**src/rtl/count_ones_collector.sv**
```systemverilog
// Result-collection stage for the count-ones machine: captures each popcount on the rdy rise
// into a show-ahead FIFO, drains it by valid/ready and keeps saturating running statistics.
module count_ones_collector #(
    parameter int unsigned DATA_SIZE = 8,
    parameter int unsigned CNT_SIZE  = 4,
    parameter int unsigned DEPTH     = 4,
    parameter int unsigned SUM_SIZE  = 16,
    parameter int unsigned SMP_SIZE  = 16
) (
    input  logic                       clk,
    input  logic                       rst_b,
    input  logic                       rdy_in,
    input  logic [CNT_SIZE-1:0]        cnt_in,
    input  logic                       clr,
    output logic                       out_valid,
    output logic [CNT_SIZE-1:0]        out_data,
    input  logic                       out_ready,
    output logic [$clog2(DEPTH+1)-1:0] level,
    output logic [SMP_SIZE-1:0]        samples,
    output logic [SUM_SIZE-1:0]        total,
    output logic [CNT_SIZE-1:0]        max_cnt,
    output logic                       overflow
);

    localparam int unsigned PW = $clog2(DEPTH);
    localparam int unsigned LW = $clog2(DEPTH + 1);
    localparam int unsigned AW = ((SUM_SIZE > CNT_SIZE) ? SUM_SIZE : CNT_SIZE) + 1;
    localparam logic [SUM_SIZE-1:0] SUM_MAX = '1;

    // Elaboration-time sanity of the parameter set
    generate
        if (CNT_SIZE < $clog2(DATA_SIZE + 1)) begin : g_cnt_too_narrow
            $error("CNT_SIZE too small for DATA_SIZE");
        end
        if ((DEPTH < 2) || ((DEPTH & (DEPTH - 1)) != 0)) begin : g_bad_depth
            $error("DEPTH must be a power of two >= 2");
        end
    endgenerate

    logic                rdy_q;
    logic [PW-1:0]       wr_ptr;
    logic [PW-1:0]       rd_ptr;
    logic [CNT_SIZE-1:0] mem [DEPTH];

    logic                capture;
    logic                pop;
    logic                push;
    logic                drop;
    logic [PW-1:0]       rd_ptr_nxt;
    logic [LW-1:0]       level_nxt;
    logic [CNT_SIZE-1:0] head_nxt;
    logic [AW-1:0]       sum_ext;
    logic [SUM_SIZE-1:0] total_nxt;
    logic [SMP_SIZE-1:0] samples_nxt;
    logic [CNT_SIZE-1:0] max_nxt;

    // Handshake decode, occupancy and next head/statistics
    always_comb begin
        capture     = rdy_in & ~rdy_q;
        pop         = out_valid & out_ready;
        push        = capture & ((level < LW'(DEPTH)) | pop);
        drop        = capture & ~push;
        rd_ptr_nxt  = pop ? rd_ptr + PW'(1) : rd_ptr;
        level_nxt   = level;
        if (push && !pop) begin
            level_nxt = level + LW'(1);
        end else if (pop && !push) begin
            level_nxt = level - LW'(1);
        end
        // A push landing on the new head slot means the FIFO was otherwise empty
        head_nxt = out_data;
        if (level_nxt != LW'(0)) begin
            head_nxt = (push && (wr_ptr == rd_ptr_nxt)) ? cnt_in : mem[rd_ptr_nxt];
        end
        sum_ext     = AW'(total) + AW'(cnt_in);
        total_nxt   = (sum_ext > AW'(SUM_MAX)) ? SUM_MAX : sum_ext[SUM_SIZE-1:0];
        samples_nxt = (&samples) ? samples : samples + SMP_SIZE'(1);
        max_nxt     = (cnt_in > max_cnt) ? cnt_in : max_cnt;
    end

    // Storage array, written only on an accepted push
    always_ff @(posedge clk) begin
        if (push && !clr) begin
            mem[wr_ptr] <= cnt_in;
        end
    end

    // Control, head and statistics registers
    always_ff @(posedge clk or negedge rst_b) begin
        if (!rst_b) begin
            rdy_q     <= 1'b0;
            wr_ptr    <= '0;
            rd_ptr    <= '0;
            level     <= '0;
            out_valid <= 1'b0;
            out_data  <= '0;
            samples   <= '0;
            total     <= '0;
            max_cnt   <= '0;
            overflow  <= 1'b0;
        end else begin
            rdy_q <= rdy_in;
            if (clr) begin
                wr_ptr    <= '0;
                rd_ptr    <= '0;
                level     <= '0;
                out_valid <= 1'b0;
                samples   <= '0;
                total     <= '0;
                max_cnt   <= '0;
                overflow  <= 1'b0;
            end else begin
                rd_ptr    <= rd_ptr_nxt;
                level     <= level_nxt;
                out_valid <= (level_nxt != LW'(0));
                out_data  <= head_nxt;
                if (push) begin
                    wr_ptr  <= wr_ptr + PW'(1);
                    samples <= samples_nxt;
                    total   <= total_nxt;
                    max_cnt <= max_nxt;
                end
                if (drop) begin
                    overflow <= 1'b1;
                end
            end
        end
    end

endmodule

```
**config.mk**
```make
export PLATFORM = sky130hd
export DESIGN_NAME = count_ones_collector
export DESIGN_NICKNAME = d
export VERILOG_FILES = /design/src/rtl/count_ones_collector.sv
export SDC_FILE = /design/constraint.sdc
export NUM_CORES = 1
export LEC_CHECK = 0
export CORE_AREA = 2 2 109 111
export CTS_CLUSTER_SIZE = 10
export DETAILED_ROUTE_END_ITERATION = 7
export DIE_AREA = 0 0 111 113
export DONT_BUFFER_PORTS = 1
export PLACE_DENSITY_LB_ADDON = 0.3
export SLEW_MARGIN = 25
export SYNTH_ARGS = -nofsm -noshare
export SYNTH_HDL_FRONTEND = slang
export SYNTH_SLANG_ARGS = --single-unit
```
**constraint.sdc**
```tcl
create_clock -name clk -period 2.7 [get_ports clk]
set_input_delay 0.675 -clock clk [delete_from_list [all_inputs] [get_ports clk]]
set_output_delay 0.675 -clock clk [all_outputs]
set_load 0.05 [all_outputs]
```
==> results.toml, run 1 <==
[worst_setup_path]
critPathRequiredTime_ns = 2.93
cp_slowest_cell = "a2111o_1"
crit_path_end_kind = "flop"
worstSetupPathType = "reg -> reg"
crit_chain = "ha_1, inv_1, fa_1, nor2b_1, o21ai_0, a2111o_1, buf_4, a311oi_1"
startpoint_type = "flop"
cpPeakStageDelay_ns = 0.55
cp_max_fo = 8
cp.arrival_ns = 2.65
crit_buf_inv = 2
rrSetupSlack_ns = 0.28
cpLargestDelayFamily = "compound AO/OA/AOI/OAI gates"

[synthesis]
seq_area_frac_synth = 0.448
syn_nets = 405
synth_top_flop_cell = "dfrtp_1"
synthTopCellsByArea = "dfrtp_1 32%, edfxtp_1 12%, ha_1 4.9%, a211oi_1 3.1%, nor2_1 3.1%"
yosysTopAreaCellShare = 0.324
yosys.area.top_type = "dfrtp_1"
syn_area_mm2 = 0.00386
yosys.cell_types.count = 72
ys_ff_latch = 66
syn_inst = 380
avgSynthCellArea_um2 = 10.2
yosys_warnings = 0
synth_edf_count = 16
synthArstFlopShare = 0.758

[die]
die-area_mm2 = 0.0125
core_mm2 = 0.0113
num_rows = 39
die_w_um = 111
io_pins = 54
start_util = 0.343
die_height_um = 113

[final_layout]
finalNetCount = 443
n_antenna_cell = 0
fillers = 1058
utilization = 0.414
syn_to_final_growth_pct = 20.9
drive_above_1_share = 0.217
fin_cells = 566

[route]
vias = 3150
detail-route-antenna-nets = 0
drc = 0
dr.first_iter.drc_count = 120
routed_wl_mm = 9.45
drtPass1Iterations = 4
drt-vias-per-instance = 5.57
wl_per_cell_um = 16.7

[sta]
worstMarginPinSlew_ns = 0.590
drv_slew = 0
tns_ns = 0
clock_skew_ns = 0.00675
hold_viol = 0
slew_headroom = 0.606
finalSetupViolations = 0
fmax_mhz = 414
hold_ws_ns = 0.0294
fin_crit_sh = 0.895
rsz0062_at_grt = "no"
fin_crit_ns = 2.42
setup_slack_ns = 0.284

[clock_network]
post_cts.repair.setup_buffers = 0
numCtsBuffers = 9
clock_latency_ns = 0.34
cts_resized = 0
tritoncts = "done"
cts_buffer_depth = 2
cts_max_level = 3
path_clk_slew_ns = 0.06
cts-hold-fix-buffers = 0
cts.sinks = 66
root_buffer = "clkbuf_16"

[grt]
met3_usage = 0.0621
grt_use_total = 0.157
top_usage_layer = "met2"
grt_pass1_wl_mm = 15.8
antenna_found_initial = 0
use_met2 = 0.257
grt_start_max_net_pins = 51
grt_pass1_vias = 3045
use_met1 = 0.192
grt_overflow_total = 0

[place]
port_buffers = 0
hpwl_mm = 6.62
numPlacedInstances = 550
dpl_worst_slack_ns = -0.0243
place_congestion = 0.810

[pwr]
ir_worst_vdd_mv = 0.479
swShare = 0.322
power_density_mw_per_mm2 = 757
seq_power_share = 0.376
switchingPower_mw = 1.14
leakage_nw = 1.98
pwr-share-comb = 0.229
internal_power_mw = 2.40
clkPwrFrac = 0.395

[status]
status = "complete, no violations"

[worst_hold_path]
worst_hold_path_type = "in -> async"

[flow_run]
maxCapViolCount = 0
## worst paths after layout
check                        endpoint  cells past startpoint       from
setup / recovery             total[0]                      8   total[0]
hold reg to reg             wr_ptr[0]                      2  wr_ptr[0]
hold / removal             samples[7]                      0      rst_b
max in group asynchronous    total[1]                      0      rst_b
min in group clk                rdy_q                      0     rdy_in
setup reg to reg             total[0]                      8   total[0]
## state kept, by name (all words and copies together) (netlist names)
name	cells
mem	16
samples	16
total	16
max_cnt	4
out_data	4
level	3
rd_ptr	2
wr_ptr	2
out_valid	1
overflow	1
rdy_q	1
## per-layer routing
metal	vias to the layer above	wire, um
li1	1497	-
met2	73	4580
met5	-	0
met1	1568	4100
met4	0	149
met3	12	620
## layout by cell type (no fill, tap or decap), types with 4 or more instances in the layout
cell type and instances:
o31ai_1 5, nand3_1 8, mux2_2 8, clkbuf_16 11, a31oi_1 6, nand2_1 23, nor3_1 6, and3_1 9
or4_1 4, nor2_1 32, buf_4 50, edfxtp_1 16, a211oi_1 16, and2_1 6, nor4_1 4, and4_1 4
o21ai_0 15, ha_1 15, mux2i_1 10, a21oi_1 16, xnor2_1 10, inv_1 22, a311oi_1 4, dfrtp_1 50
## area by class of cell
cell class | count | area, um^2 | share of cell area
clock inverters | 4 | 77.6 | 0.0166
clock buffers | 12 | 289 | 0.0619
repair buffers | 50 | 375 | 0.0804
multi-input cells | 269 | 1940 | 0.414
inverters | 22 | 82.6 | 0.0177
well taps | 143 | 179 | 0.0383
flip-flops and latches | 66 | 1730 | 0.371
## power groups by stage
stage / clock [mW] / combinational [mW] / sequential, mW
2_1_floorplan: 0 / 0.540 / 1.42
3_3_place_gp: 0 / 0.796 / 1.34
3_5_place_dp: 0 / 0.809 / 1.35
4_1_cts: 1.43 / 0.815 / 1.33
5_1_grt: 1.47 / 0.886 / 1.34
6_report: 1.40 / 0.810 / 1.33
## kinds of logic (layout without fill, tap and decap cells)
kind of cell / Yosys count / in the layout / synth area share
and+or+nand+nor: 125 / 125 / 0.184
AOI/OAI and AO/OA: 97 / 97 / 0.184
DFF: 66 / 66 / 0.448
buffers and inverters: 45 / 88 / 0.0518
muxes: 18 / 18 / 0.0492
adders and majority gates: 16 / 16 / 0.0538
xor gates and xnor gates: 13 / 13 / 0.0295
## per-stage QoR
stage	area (um^2)	power (mW)
finish	4670	3.53
global route	4670	3.70
CTS	4670	3.57
detailed placement	4300	2.16
global placement	4300	2.14
floorplan	3860	1.96
## cells in the mapped netlist, drive strengths merged, types with 3 or more instances
cell,number
clkbuf,16
nand3,8
o21ai,15
buf,7
nor2,32
or4,4
mux2,8
mux2i,10
nor3,6
nand2,23
a41oi,3
and2,7
edfxtp,16
a21oi,18
ha,15
a31oi,6
inv,22
xor2,3
nand4b,3
nand4,5
or3,5
and4,5
dfrtp,50
a21o,3
xnor2,10
o31ai,5
and3,10
a311oi,5
nor2b,3
a211oi,16
nor4,5
Power figures use the tool's default switching activity.
==> inputs of run 2 (changes only) <==
--- a/config.mk
+++ b/config.mk
@@ -5,6 +5,7 @@
 export SDC_FILE = /design/constraint.sdc
 export NUM_CORES = 1
 export LEC_CHECK = 0
+export CAP_MARGIN = 20
 export CORE_AREA = 2 2 109 111
 export CTS_CLUSTER_SIZE = 10
 export DETAILED_ROUTE_END_ITERATION = 7
==> results of run 2 <==
No change in the layout: final DEF, timing and power equal those of run 1.
